--- config.mk ---
export PLATFORM = sky130hd
export DESIGN_NAME = commutation_sequencer
export DESIGN_NICKNAME = d
export VERILOG_FILES = /design/src/rtl/commutation_sequencer.sv
export SDC_FILE = /design/constraint.sdc
export NUM_CORES = 1
export LEC_CHECK = 0
export BUFFER_PORTS_ARGS = -buffer_cell sky130_fd_sc_hd__buf_2
export CAP_MARGIN = 30
export CORE_UTILIZATION = 32
export CTS_BUF_LIST = sky130_fd_sc_hd__clkbuf_8 sky130_fd_sc_hd__clkbuf_16
export CTS_CLUSTER_SIZE = 24
export DETAILED_ROUTE_END_ITERATION = 8
export GPL_TIMING_DRIVEN = 0
export HOLD_SLACK_MARGIN = 0.06
export SLEW_MARGIN = 20
export SYNTH_ARGS = -nofsm -noshare
export SYNTH_HDL_FRONTEND = slang
export SYNTH_SLANG_ARGS = --single-unit
--- constraint.sdc ---
create_clock -name clock -period 2.8 [get_ports clock]
set_clock_uncertainty 0.1 [all_clocks]
set_input_delay 0.56 -clock clock [delete_from_list [all_inputs] [get_ports clock]]
set_output_delay 0.56 -clock clock [all_outputs]
set_load 0.02 [all_outputs]
--- src/rtl/commutation_sequencer.sv ---
// Six-step BLDC commutation sequencer: hall debounce, dead-time FSM and
// registered per-phase duty/float outputs with a latched illegal-hall fault.
module commutation_sequencer #(
  parameter int DUTY_WIDTH    = 10,
  parameter int DEAD_CYCLES   = 16,
  parameter int HALL_DEBOUNCE = 4
) (
  input  logic                  clock,
  input  logic                  reset,
  input  logic                  enable,
  input  logic                  direction,
  input  logic                  brake,
  input  logic [DUTY_WIDTH-1:0] duty_in,
  input  logic [2:0]            hall,
  output logic [DUTY_WIDTH-1:0] duty_a,
  output logic [DUTY_WIDTH-1:0] duty_b,
  output logic [DUTY_WIDTH-1:0] duty_c,
  output logic                  high_z_a,
  output logic                  high_z_b,
  output logic                  high_z_c,
  output logic                  fault,
  output logic [15:0]           commutation_count
);

  typedef enum logic [2:0] {
    IDLE  = 3'd0,
    DEAD  = 3'd1,
    DRIVE = 3'd2,
    BRAKE = 3'd3,
    FAULT = 3'd4
  } state_t;

  localparam logic [7:0] DeadLoad = 8'(DEAD_CYCLES - 1);

  function automatic logic isLegal(input logic [2:0] code);
    return (code != 3'd0) && (code != 3'd7);
  endfunction

  logic [2:0]  r_hallMeta;
  logic [2:0]  r_hallSync;
  logic [2:0]  r_hallCand;
  logic [2:0]  r_hallDeb;
  logic [4:0]  r_stableCnt;
  logic [4:0]  w_stableNext;
  logic        w_hallAccept;
  logic [15:0] r_commCount;

  // A candidate code must repeat HALL_DEBOUNCE samples in a row; any change restarts at 1.
  always_comb begin
    w_stableNext = (r_hallSync == r_hallCand) ? r_stableCnt + 5'd1 : 5'd1;
    w_hallAccept = (r_hallSync != r_hallDeb) && (w_stableNext >= 5'(HALL_DEBOUNCE));
  end

  always_ff @(posedge clock) begin
    if (reset) begin
      r_hallMeta  <= 3'd0;
      r_hallSync  <= 3'd0;
      r_hallCand  <= 3'd0;
      r_hallDeb   <= 3'd0;
      r_stableCnt <= 5'd0;
      r_commCount <= 16'd0;
    end else begin
      r_hallMeta <= hall;
      r_hallSync <= r_hallMeta;
      r_hallCand <= r_hallSync;
      if ((r_hallSync == r_hallDeb) || w_hallAccept) begin
        r_stableCnt <= 5'd0;
      end else begin
        r_stableCnt <= w_stableNext;
      end
      if (w_hallAccept) begin
        r_hallDeb <= r_hallSync;
        if (isLegal(r_hallDeb) && isLegal(r_hallSync)) begin
          r_commCount <= r_commCount + 16'd1;
        end
      end
    end
  end

  state_t     r_state;
  state_t     w_stateNext;
  state_t     w_followTarget;
  logic [7:0] r_deadCnt;
  logic [7:0] w_deadNext;
  logic [2:0] r_driveHall;
  logic       r_driveDir;

  // The dead-time target is simply whatever brake asks for right now, so it tracks brake for free.
  always_comb begin
    w_stateNext    = r_state;
    w_deadNext     = r_deadCnt;
    w_followTarget = brake ? BRAKE : DRIVE;
    if ((r_state != FAULT) && enable && !isLegal(r_hallDeb)) begin
      w_stateNext = FAULT;
    end else if ((r_state != FAULT) && !enable) begin
      w_stateNext = IDLE;
    end else begin
      case (r_state)
        IDLE: begin
          w_stateNext = DEAD;
          w_deadNext  = DeadLoad;
        end
        DEAD: begin
          if (r_deadCnt == 8'd0) begin
            w_stateNext = w_followTarget;
          end else begin
            w_deadNext = r_deadCnt - 8'd1;
          end
        end
        DRIVE: begin
          if (brake || (r_hallDeb != r_driveHall) || (direction != r_driveDir)) begin
            w_stateNext = DEAD;
            w_deadNext  = DeadLoad;
          end
        end
        BRAKE: begin
          if (!brake) begin
            w_stateNext = DEAD;
            w_deadNext  = DeadLoad;
          end
        end
        FAULT: begin
          if (!enable) begin
            w_stateNext = IDLE;
          end
        end
        default: w_stateNext = IDLE;
      endcase
    end
  end

  always_ff @(posedge clock) begin
    if (reset) begin
      r_state     <= IDLE;
      r_deadCnt   <= 8'd0;
      r_driveHall <= 3'd0;
      r_driveDir  <= 1'b0;
    end else begin
      r_state   <= w_stateNext;
      r_deadCnt <= w_deadNext;
      if (r_state != DRIVE) begin
        r_driveHall <= r_hallDeb;
        r_driveDir  <= direction;
      end
    end
  end

  logic [1:0]            w_fwdHi;
  logic [1:0]            w_fwdLo;
  logic [1:0]            w_hiPhase;
  logic [1:0]            w_loPhase;
  logic                  w_tableValid;
  logic [2:0]            w_highZNext;
  logic [DUTY_WIDTH-1:0] w_dutyNext [3];

  // Phase index 0/1/2 = A/B/C; reverse rotation swaps the high and low sides.
  always_comb begin
    w_fwdHi      = 2'd0;
    w_fwdLo      = 2'd0;
    w_tableValid = 1'b1;
    case (r_driveHall)
      3'd5: begin w_fwdHi = 2'd0; w_fwdLo = 2'd1; end
      3'd4: begin w_fwdHi = 2'd0; w_fwdLo = 2'd2; end
      3'd6: begin w_fwdHi = 2'd1; w_fwdLo = 2'd2; end
      3'd2: begin w_fwdHi = 2'd1; w_fwdLo = 2'd0; end
      3'd3: begin w_fwdHi = 2'd2; w_fwdLo = 2'd0; end
      3'd1: begin w_fwdHi = 2'd2; w_fwdLo = 2'd1; end
      default: w_tableValid = 1'b0;
    endcase
    w_hiPhase = r_driveDir ? w_fwdLo : w_fwdHi;
    w_loPhase = r_driveDir ? w_fwdHi : w_fwdLo;
  end

  always_comb begin
    w_highZNext = 3'b111;
    for (int p = 0; p < 3; p++) begin
      w_dutyNext[p] = '0;
    end
    if (r_state == BRAKE) begin
      w_highZNext = 3'b000;
    end else if ((r_state == DRIVE) && w_tableValid) begin
      for (int p = 0; p < 3; p++) begin
        if ((2'(p) == w_hiPhase) || (2'(p) == w_loPhase)) begin
          w_highZNext[p] = 1'b0;
        end
        if (2'(p) == w_hiPhase) begin
          w_dutyNext[p] = duty_in;
        end
      end
    end
  end

  logic [DUTY_WIDTH-1:0] r_duty [3];
  logic [2:0]            r_highZ;
  logic                  r_fault;

  always_ff @(posedge clock) begin
    if (reset) begin
      for (int p = 0; p < 3; p++) begin
        r_duty[p] <= '0;
      end
      r_highZ <= 3'b111;
      r_fault <= 1'b0;
    end else begin
      for (int p = 0; p < 3; p++) begin
        r_duty[p] <= w_dutyNext[p];
      end
      r_highZ <= w_highZNext;
      r_fault <= (r_state == FAULT);
    end
  end

  assign duty_a            = r_duty[0];
  assign duty_b            = r_duty[1];
  assign duty_c            = r_duty[2];
  assign high_z_a          = r_highZ[0];
  assign high_z_b          = r_highZ[1];
  assign high_z_c          = r_highZ[2];
  assign fault             = r_fault;
  assign commutation_count = r_commCount;

endmodule
==> impl_metrics.py, run 1 <==
metrics = {
    "run_status": {
        "run_status": "complete, no violations",
    },
    "job": {
        "max_cap_viols": 0,
    },
    "sta": {
        "final_max_slew_viols": 0,
        "timing.fmax_mhz": 412.2,
        "setup_viol_count_final": 0,
        "max_slew_margin_pct": 60.76,
        "worst_slew_pin_slew_ns": 0.5861,
        "rsz0062_at_grt": "false",
        "post-route-worst-setup-slack_ns": 0.3740,
        "timing.final.crit_share_pct": 86.64,
        "tns_ns": 0,
        "hold_violations": 0,
        "min_tclk_post_route_ns": 2.426,
    },
    "worst_setup_path": {
        "crit_arrival_ns": 2.61,
        "timing.critical_path.fanout_max": 10,
        "crit-reg2reg-launch": "r_hallDeb[2]",
        "reg2reg_slack_ns": 0.37,
        "timing.reg2reg.worst_path_depth": 8,
        "crit_path_start_kind": "register",
        "cp-end-kind": "register",
        "data_required_time_of_the_worst_path_ns": 2.98,
        "crit_type": "reg -> reg",
        "crit-reg2reg-capture": "commutation_count[5]",
    },
    "power_and_ir_drop": {
        "p_sw_uw": 558.6,
        "internal-power_uw": 1574,
        "switching_share_pct": 26.19,
        "power.ir.vdd_worst_v": 0.0002426,
        "p_comb_share_pct": 7.3,
        "cellLeakagePower_uw": 0.001721,
        "power_density_mw_per_mm2": 507.2,
        "clock_power_share_pct": 36.6,
        "seq_power_share_pct": 56.1,
    },
    "yosys": {
        "synth.distinct_cells": 50,
        "synth-seq-cells": 82,
        "synthDominantCellAreaShare_pct": 46.67,
        "synth_top_cells_by_area": "sky130_fd_sc_hd__dfxtp_1 (47%), sky130_fd_sc_hd__and2_1 (5.5%), sky130_fd_sc_hd__ha_1 (3.6%)",
        "seq_area_frac_synth_pct": 46.67,
        "asyncSetResetFlopFracSynth_pct": 0,
        "most_instantiated_library_cell_after_synthesis": "sky130_fd_sc_hd__dfxtp_1",
        "synthCells": 374,
        "synth-main-ff-cell": "sky130_fd_sc_hd__dfxtp_1",
        "synthesis.area_per_instance_sq_um": 9.404,
        "synth-warning-count": 0,
        "synthTopCellsByCount": "sky130_fd_sc_hd__dfxtp_1 (82), sky130_fd_sc_hd__and2_1 (31), sky130_fd_sc_hd__nor2_1 (31), sky130_fd_sc_hd__a21oi_1 (24)",
        "synth-edff-count": 0,
        "synth.cell_area_sq_mm": 0.003517,
        "synth_area_leader_cell": "sky130_fd_sc_hd__dfxtp_1",
    },
    "drt": {
        "detailroute.via_count": 2942,
        "post_drt_wl_per_cell_um": 13.45,
        "wirelength_um": 8005,
        "via_per_inst": 4.945,
        "final_antenna_net_count": 0,
        "drcViolationCount": 0,
        "firstDrtPassIters": 4,
        "drt-initial-drc-count": 116,
    },
    "clock_network": {
        "root_buffer": "sky130_fd_sc_hd__clkbuf_8",
        "post_cts_buffers": 0,
        "cts_h_tree_depth": 3,
        "cts_repair_resizes": 0,
        "clockBufferDepth": 2,
        "cts_tree": "yes",
        "clk_pin_slew_worst_paths_ns": 0.09,
        "worstSkewPairLatency_ns": 0.36,
        "cts_made_buffers": 9,
        "holdBufCountCts": 0,
        "cts.sink_count": 82,
    },
    "global_routing": {
        "grt_first_pass_wirelength_um": 13050,
        "pin_count_of_the_biggest_net_entering_global_routing": 16,
        "track_usage_pct": 14.77,
        "globalRoute.totalOverflow": 0,
        "antenna_found_initial": 0,
        "grt_pass1_vias": 2700,
    },
    "hold_path": {
        "worstHoldPathType": "in -> reg",
        "hold_end": "r_hallMeta[2]",
        "hold-path-cell-count": 2,
        "min_from": "hall[2]",
    },
    "layout": {
        "syn2layout_area_growth_pct": 19.57,
        "drive_above_1_share_pct": 23.53,
        "diodes": 0,
        "filler_cell_count_in_the_final_layout": 1070,
        "final_nets": 482,
    },
    "die": {
        "die_height_um": 106.8,
        "io_pins": 68,
        "initial_utilization_pct": 33.47,
        "design.die.area_sq_mm": 0.01141,
        "horiz_die_dim_um": 106.8,
        "row_count": 37,
        "core_sq_mm": 0.01051,
    },
    "place": {
        "pre_cts_ws_ns": 0.4036,
        "place_hpwl_um": 5816,
        "io_buffers": 67,
        "gpl_congestion": 0.8341,
    },
}
## registers in the layout, indices dropped and copies added (netlist names)
signal	flops
r_driveDir	1
r_state	3
fault	1
r_hallDeb	3
r_stableCnt	5
r_hallMeta	3
r_highZ	3
r_duty	30
commutation_count	16
r_hallSync	3
r_deadCnt	8
r_driveHall	3
r_hallCand	3
## cell families (layout without fill, tap and decap cells)
logic type	after synthesis	in the layout	synth area share (%)
multiplexers	13	13	3.949
other	1	3	0.1066
XOR/XNOR	10	10	3.451
AO/OA/AOI/OAI	60	60	10.78
buffers and inverters	29	112	3.949
flip-flops	82	82	46.67
adder cells (fa/ha/maj)	10	10	3.557
AND/OR/NAND/NOR	169	169	27.53
## routing by layer
layer | vias to the layer above | GRT usage [%] | part of all wire [%]
met4 | 0 | 6.360 | 1.5
met3 | 12 | 3.891 | 3.7
met2 | 63 | 23.82 | 48
met5 | - | 0 | 0
li1 | 1483 | - | -
met1 | 1384 | 18.53 | 47
## critical path, stage by stage (launching register included)
cell and delay (ns):
sky130_fd_sc_hd__dfxtp_1 0.37, sky130_fd_sc_hd__buf_2 0.23, sky130_fd_sc_hd__a22o_1 0.15, sky130_fd_sc_hd__a221oi_1 0.07
sky130_fd_sc_hd__nor2_1 0.40, sky130_fd_sc_hd__buf_2 0.31, sky130_fd_sc_hd__clkbuf_1 0.39, sky130_fd_sc_hd__o31ai_1 0.16
sky130_fd_sc_hd__a21oi_1 0.16
## final cells by class
type	count	area, sq um	share of cell area [%]
Buffer	19	101.3	2.410
Clock buffer	9	123.9	2.946
Clock inverter	7	51.30	1.220
Inverter	10	37.54	0.8926
Multi-Input combinational cell	265	1744	41.48
Sequential cell	82	1642	39.04
Tap cell	136	170.2	4.046
Timing Repair Buffer	67	335.3	7.974
## power by group through the flow
| stage | logic (uW) | clock network, uW | registers, uW |
|---|---|---|---|
| 2_1_floorplan | 108 | 0 | 1220 |
| 3_3_place_gp | 153 | 0 | 1220 |
| 3_5_place_dp | 156 | 0 | 1220 |
| 4_1_cts | 157 | 809 | 1200 |
| 5_1_grt | 175 | 867 | 1200 |
| 6_report | 156 | 780 | 1200 |
## metrics by stage
stage	power, uW	utilization (%)	hold WS [ns]	std cells	cell area [sq um]
6_report	2133	40.02	0.3020	595	4205
5_1_grt	2243	40.02	0.2916	595	4205
4_1_cts	2164	40.02	0.2923	595	4205
3_5_place_dp	1380	38.35	0.3296	579	4030
3_3_place_gp	1377	38.35	0.3217	579	4030
2_1_floorplan	1330	-	0.3138	376	3525
## cells in the final DEF, fill, tap and decap left out, drive strengths merged, types with 9 or more instances in the layout
cell type,count
nand2,15
buf,78
nand3,13
a21oi,24
clkbuf,17
nor3,9
ha,10
inv,15
o21ai,9
nor2,31
dfxtp,82
nand4,9
or4,14
and2,31
nor2b,15
## how the worst max path moves through the flow
| stage | startpoint | to | cells past startpoint |
|---|---|---|---|
| 2_1_floorplan | r_stableCnt[0] | commutation_count[10] | 8 |
| 3_3_place_gp | r_stableCnt[0] | commutation_count[10] | 8 |
| 3_5_place_dp | r_stableCnt[0] | commutation_count[10] | 8 |
| 4_1_cts | r_hallDeb[2] | commutation_count[5] | 8 |
| 5_1_grt | r_hallDeb[2] | commutation_count[0] | 8 |
| 6_report | r_hallDeb[2] | commutation_count[5] | 8 |
Note: power is estimated with default switching activity, not from simulation.
==> run 2: changes to the inputs <==
CORE_UTILIZATION = 55   (was 32)
PLACE_DENSITY = 0.79   (was not set)
SLEW_MARGIN = not set   (was 20)
==> run 2 against run 1 <==
  * Final area is 1.4% lower
  * Critical path type unchanged
  * Register-to-register slack improved by 0.05 ns
  * Die area fell by 41%
  * Sequential power about the same
  * Setup slack better by 0.047 ns
  * Combinational power hardly changed
  * Clock power grew 7.3%
  * Critical endpoint is now commutation_count[4]
  * Largest power group unchanged
  * Global-route usage up 8.6 points
==> impl_metrics.py, run 2 (synthesis gave the netlist of run 1 again) <==
metrics = {
    "place": {
        "io_buffers": 67,
        "place_hpwl_um": 5341,
        "gpl_congestion": 0.8196,
        "placed_cells_incl_taps": 518,
    },
    "hold_path": {
        "min_from": "hall[1]",
        "worstHoldPathType": "in -> reg",
        "hold-path-cell-count": 2,
        "hold_end": "r_hallMeta[1]",
    },
    "layout": {
        "drive_above_1_share_pct": 23.75,
        "layout.cells.most_common": "sky130_fd_sc_hd__dfxtp_1",
        "final_nets": 482,
        "top_register": "r_duty",
        "syn2layout_area_growth_pct": 17.89,
        "most_frequent_cells_in_the_layout": "sky130_fd_sc_hd__dfxtp_1 (82), sky130_fd_sc_hd__buf_2 (73), sky130_fd_sc_hd__nor2_1 (31), sky130_fd_sc_hd__and2_1 (31), sky130_fd_sc_hd__a21oi_1 (24)",
        "flip_flop_count_of_the_largest_register_all_copies_and_words_added": 30,
        "final-instance-count-excl-fill": 534,
        "diodes": 0,
        "filler_cell_count_in_the_final_layout": 510,
    },
    "worst_setup_path": {
        "timing.critical_path.from": "r_hallDeb[2]",
        "crit_arrival_ns": 2.57,
        "timing.reg2reg.worst_path_depth": 8,
        "data_required_time_of_the_worst_path_ns": 2.99,
        "crit_path_start_kind": "register",
        "reg2reg_slack_ns": 0.42,
        "crit_type": "reg -> reg",
        "timing.critical_path.fanout_max": 10,
        "crit-reg2reg-launch": "r_hallDeb[2]",
        "crit-reg2reg-capture": "commutation_count[4]",
        "cp-end-kind": "register",
    },
    "clock_network": {
        "cts_tree": "yes",
        "clk_pin_slew_worst_paths_ns": 0.10,
        "cts_made_buffers": 9,
        "post_cts_buffers": 0,
        "root_buffer": "sky130_fd_sc_hd__clkbuf_8",
        "holdBufCountCts": 0,
        "worstSkewPairLatency_ns": 0.36,
        "cts.sink_count": 82,
        "clockBufferDepth": 2,
        "cts_repair_resizes": 0,
        "cts_h_tree_depth": 3,
    },
    "sta": {
        "hold_violations": 0,
        "min_tclk_post_route_ns": 2.379,
        "max_slew_margin_pct": 64.73,
        "setup_viol_count_final": 0,
        "final_max_slew_viols": 0,
        "timing.final.crit_share_pct": 84.97,
        "timing.fmax_mhz": 420.3,
        "tns_ns": 0,
        "worst_slew_pin_slew_ns": 0.5267,
        "rsz0062_at_grt": "false",
    },
    "power_and_ir_drop": {
        "power.ir.vdd_worst_v": 0.0003851,
        "power_density_mw_per_mm2": 528.4,
        "cellLeakagePower_uw": 0.001723,
    },
    "drt": {
        "final_antenna_net_count": 0,
        "wirelength_um": 7443,
        "post_drt_wl_per_cell_um": 13.94,
        "drt-initial-drc-count": 144,
        "detailroute.via_count": 2974,
        "met3_length_um": 452,
        "drcViolationCount": 0,
        "firstDrtPassIters": 5,
        "total_met2_wirelength_after_detailed_routing_um": 3666,
        "m1WireLength_um": 3200,
        "via_per_inst": 5.569,
        "highest_layer": "met4",
    },
    "global_routing": {
        "grt_first_pass_wirelength_um": 11960,
        "pin_count_of_the_biggest_net_entering_global_routing": 18,
        "antenna_found_initial": 0,
        "grt_pass1_vias": 2739,
        "track_usage_pct": 23.40,
        "globalRoute.totalOverflow": 0,
    },
    "die": {
        "initial_utilization_pct": 58.03,
        "design.die.area_sq_mm": 0.006718,
        "die_height_um": 81.97,
        "core_sq_mm": 0.006061,
        "horiz_die_dim_um": 81.97,
        "io_pins": 68,
        "row_count": 28,
    },
    "run_status": {
        "run_status": "complete, no violations",
    },
    "job": {
        "max_cap_viols": 0,
    },
}
[run 2: how the worst max path moves through the flow]
stage / to / slack, ns / cells past startpoint
floorplan: commutation_count[10] / 0.66 / 8
finish: commutation_count[4] / 0.42 / 8
CTS: commutation_count[0] / 0.41 / 8
detailed placement: commutation_count[0] / 0.42 / 8
global placement: commutation_count[0] / 0.46 / 8
global route: commutation_count[11] / 0.18 / 8
[run 2: worst max-delay path: stages, from the launching register on]
cell and delay, ns:
sky130_fd_sc_hd__dfxtp_1 0.38, sky130_fd_sc_hd__buf_2 0.23, sky130_fd_sc_hd__a22o_1 0.15, sky130_fd_sc_hd__a221oi_1 0.07, sky130_fd_sc_hd__nor2_1 0.41, sky130_fd_sc_hd__buf_2 0.31, sky130_fd_sc_hd__clkbuf_1 0.38, sky130_fd_sc_hd__o31ai_1 0.15
sky130_fd_sc_hd__a21oi_1 0.13
[run 2: layout make-up]
class	instances	area, sq um	share of cell area, %
multi-input combinational	265	1744	42.06
sequential	82	1642	39.59
timing repair buffer	67	335.3	8.087
clock buffer	9	123.9	2.987
buffer	19	101.3	2.444
tap	75	93.84	2.263
clock inverter	7	68.82	1.660
inverter	10	37.54	0.9052
[run 2: power by group]
group | total [uW] | internal [uW] | switching, uW
logic | 156 | 62.9 | 93.6
clock network | 837 | 350 | 488
registers | 1200 | 1180 | 14.6
total | 2190 | 1600 | 596
[run 2: routing by layer]
metal	track usage, %	up-vias
met5	0	-
li1	-	1476
met4	11.05	0
met1	27.82	1374
met3	5.556	16
met2	39.50	108
[run 2: per-stage QoR]
stage / util, % / total power [uW] / hold slack, ns / instance area [sq um] / setup WS, ns
6_report: 68.41 / 2191 / 0.3117 / 4146 / 0.4209
5_1_grt: 68.41 / 2276 / 0.3151 / 4146 / 0.1841
4_1_cts: 68.41 / 2206 / 0.3085 / 4146 / 0.4137
3_5_place_dp: 65.24 / 1378 / 0.3223 / 3954 / 0.4234
3_3_place_gp: 65.24 / 1373 / 0.3162 / 3954 / 0.4613
2_1_floorplan: - / 1330 / 0.3138 / 3525 / 0.6557
==> run 3: changes to the inputs <==
ABC_AREA = 1   (was not set)
CORE_UTILIZATION = 50   (was 55)
PLACE_DENSITY = 0.76   (was 0.79)
clock period = 1.91 ns   (was 2.8 ns; I/O delays follow)
==> run 3 against run 2 <==
  * First-iteration DRC count down 47%
  * Final area grew 6.1%
  * Routed wire length shrank 4.0%
  * Critical path depth grew 1
  * Register-to-register slack got worse by 0.27 ns
  * Utilization fell by 7.5 points
  * Sequential share of layout area is 2.1 points lower
  * Fmax rose by 35%
  * Synthesized area increased by 5.5%
  * Via count is 8.2% higher
  * Worst hold slack worse by 0.18 ns
  * Critical path type unchanged
  * Critical endpoint is now r_duty[0][18]
  * Largest cell class unchanged
==> impl_metrics.py, run 3 <==
metrics = {
    "sta": {
        "min_tclk_post_route_ns": 1.757,
        "timing.fmax_mhz": 569.2,
        "timing.final.crit_share_pct": 91.98,
        "hold_violations": 0,
        "max_slew_margin_pct": 52.99,
        "setup_viol_count_final": 0,
        "final_max_slew_viols": 0,
        "worst_slew_pin_slew_ns": 0.7051,
        "rsz0062_at_grt": "false",
        "tns_ns": 0,
    },
    "yosys": {
        "synth-warning-count": 0,
        "synth-seq-cells": 82,
        "synthesis.area_per_instance_sq_um": 7.390,
        "synthTopCellsByCount": "sky130_fd_sc_hd__nand2_1 (107), sky130_fd_sc_hd__dfxtp_1 (82), sky130_fd_sc_hd__nor2_1 (72), sky130_fd_sc_hd__inv_1 (70), sky130_fd_sc_hd__nand3_1 (32)",
        "synthDominantCellAreaShare_pct": 44.25,
        "synth.distinct_cells": 35,
        "synth-edff-count": 0,
        "seq_area_frac_synth_pct": 44.25,
        "synthCells": 502,
        "asyncSetResetFlopFracSynth_pct": 0,
        "synth.cell_area_sq_mm": 0.003710,
        "synth-main-ff-cell": "sky130_fd_sc_hd__dfxtp_1",
        "most_instantiated_library_cell_after_synthesis": "sky130_fd_sc_hd__nand2_1",
        "synth_area_leader_cell": "sky130_fd_sc_hd__dfxtp_1",
        "synth_top_cells_by_area": "sky130_fd_sc_hd__dfxtp_1 (44%), sky130_fd_sc_hd__nand2_1 (11%), sky130_fd_sc_hd__nor2_1 (7.3%)",
    },
    "drt": {
        "detailroute.via_count": 3219,
        "wirelength_um": 7143,
        "drcViolationCount": 0,
        "post_drt_wl_per_cell_um": 10.41,
        "drt-initial-drc-count": 76,
        "via_per_inst": 4.692,
        "final_antenna_net_count": 0,
        "firstDrtPassIters": 4,
    },
    "clock_network": {
        "worstSkewPairLatency_ns": 0.36,
        "cts_tree": "yes",
        "cts_h_tree_depth": 3,
        "cts.sink_count": 82,
        "clockBufferDepth": 2,
        "post_cts_buffers": 0,
        "cts_made_buffers": 9,
        "clk_pin_slew_worst_paths_ns": 0.09,
        "root_buffer": "sky130_fd_sc_hd__clkbuf_8",
    },
    "hold_path": {
        "worstHoldPathType": "in -> reg",
    },
    "worst_setup_path": {
        "cp_num_buf_inv": 3,
        "crit_path_cell_trace": "inv_2 > ha_1 > o21ai_0 > inv_1 > nand2_1 > o21ai_1 > or3_1 > buf_6 > nor2_2",
        "crit_type": "reg -> reg",
        "critical_path.max_stage_delay_ns": 0.38,
        "cp_slowest_cell": "sky130_fd_sc_hd__dfxtp_4",
        "cp-end-kind": "register",
        "crit_path_start_kind": "register",
        "timing.critical_path.fanout_max": 10,
        "cpLargestDelayFamily": "simple AND/OR/NAND/NOR gates",
        "crit_arrival_ns": 1.95,
        "data_required_time_of_the_worst_path_ns": 2.10,
    },
    "place": {
        "placed_cells_incl_taps": 670,
        "gpl_congestion": 0.8515,
        "io_buffers": 67,
        "place_hpwl_um": 5336,
    },
    "layout": {
        "layout.cells.most_common": "sky130_fd_sc_hd__nand2_1",
        "top_register": "r_duty",
        "diodes": 0,
        "final_nets": 610,
        "drive_above_1_share_pct": 23.68,
        "final-instance-count-excl-fill": 686,
        "flip_flop_count_of_the_largest_register_all_copies_and_words_added": 30,
        "most_frequent_cells_in_the_layout": "sky130_fd_sc_hd__nand2_1 (107), sky130_fd_sc_hd__dfxtp_1 (80), sky130_fd_sc_hd__nor2_1 (71), sky130_fd_sc_hd__inv_1 (69), sky130_fd_sc_hd__buf_2 (67)",
        "syn2layout_area_growth_pct": 18.55,
    },
    "global_routing": {
        "pin_count_of_the_biggest_net_entering_global_routing": 18,
        "globalRoute.totalOverflow": 0,
        "grt_pass1_vias": 2804,
        "grt_first_pass_wirelength_um": 11820,
        "track_usage_pct": 19.30,
        "antenna_found_initial": 0,
    },
    "run_status": {
        "run_status": "complete, no violations",
    },
    "die": {
        "die_height_um": 88.14,
        "core_sq_mm": 0.007214,
        "design.die.area_sq_mm": 0.007768,
        "initial_utilization_pct": 51.42,
        "row_count": 31,
        "io_pins": 68,
        "horiz_die_dim_um": 88.14,
    },
    "power_and_ir_drop": {
        "power.ir.vdd_worst_v": 0.0004094,
        "cellLeakagePower_uw": 0.002064,
        "power_density_mw_per_mm2": 778.9,
    },
    "job": {
        "max_cap_viols": 0,
    },
}
run 3: changes by cell type in the layout (fill, tap and decap cells not counted), sizes merged, moves of 11 or more:
cell and delta:
or4 -14, nor2b -15, inv +68, nor2 +55
nand3 +21, nand2 +101, and2 -31, o21ai +11
run 3: final cells by class:
class | count | area (sq um)
timing repair buffer | 67 | 335.3
tap | 99 | 123.9
multi-input combinational | 335 | 1740
clock inverter | 7 | 70.07
buffer | 8 | 58.81
inverter | 79 | 296.5
sequential | 82 | 1649
clock buffer | 9 | 123.9
fill | 697 | 2816
run 3: routing by layer:
metal / track usage [%] / vias to the layer above / part of all wire [%]
met5: 0 / - / 0
met4: 8.651 / 0 / 1.6
met3: 4.053 / 10 / 5.0
met2: 31.71 / 80 / 45
met1: 24.39 / 1429 / 48
li1: - / 1700 / -
run 3: worst register-to-register path, delay by kind of cell (launching register included):
family / cells / cell delay (ns)
AO/OA/AOI/OAI: 2 / 0.24
adder cells (fa/ha/maj): 1 / 0.21
buffers and inverters: 3 / 0.30
flip-flops: 1 / 0.38
AND/OR/NAND/NOR: 3 / 0.47
run 3: worst paths after layout:
check,start,to,cells past startpoint,slack (ns)
worst min register to register,r_hallMeta[0],r_hallSync[0],2,0.30
worst max register to register,r_driveHall[0],r_duty[0][18],9,0.15
worst max-delay path,r_driveHall[0],r_duty[0][18],9,0.15
worst min-delay path,hall[0],r_hallMeta[0],3,0.14
run 3: cell families (layout without fill, tap and decap cells):
logic type	count (synthesis)	after routing	synth area share, %
compound gates	56	56	8.769
buf+inv	87	170	9.477
mux	1	1	0.2698
fa+ha+maj	10	10	3.373
simple gates	249	249	29.98
other cells	1	3	0.1011
xor+xnor	16	16	3.778
flops	82	82	44.25
run 3: what timing repair did:
action,CTS,global route
hold endpoints to repair,0,0
pin swaps,0,0
gates resized for setup,2,8
endpoints found under the setup margin,15,33
gates cloned,0,0
hold buffers,0,0
run 3: power breakdown:
part	total (uW)	switching (uW)	leakage (uW)	internal [uW]
registers	1790	43.6	0.000667	1750
clock network	1220	707	0.0000955	508
logic	416	268	0.00130	148
total	3430	1020	0.00206	2410
run 3: per-stage QoR:
step | instance area [sq um] | utilization [%] | total power [uW] | setup WS (ns) | hold slack, ns
3_3_place_gp | 4177 | 57.89 | 2229 | -0.02835 | 0.2908
6_report | 4398 | 60.96 | 3425 | 0.1532 | 0.1355
4_1_cts | 4373 | 60.61 | 3456 | 0.02083 | 0.1212
5_1_grt | 4398 | 60.96 | 3599 | 0.01389 | 0.1409
2_1_floorplan | 3717 | - | 2149 | 0.2045 | 0.2883
3_5_place_dp | 4177 | 57.89 | 2244 | -0.1020 | 0.2938
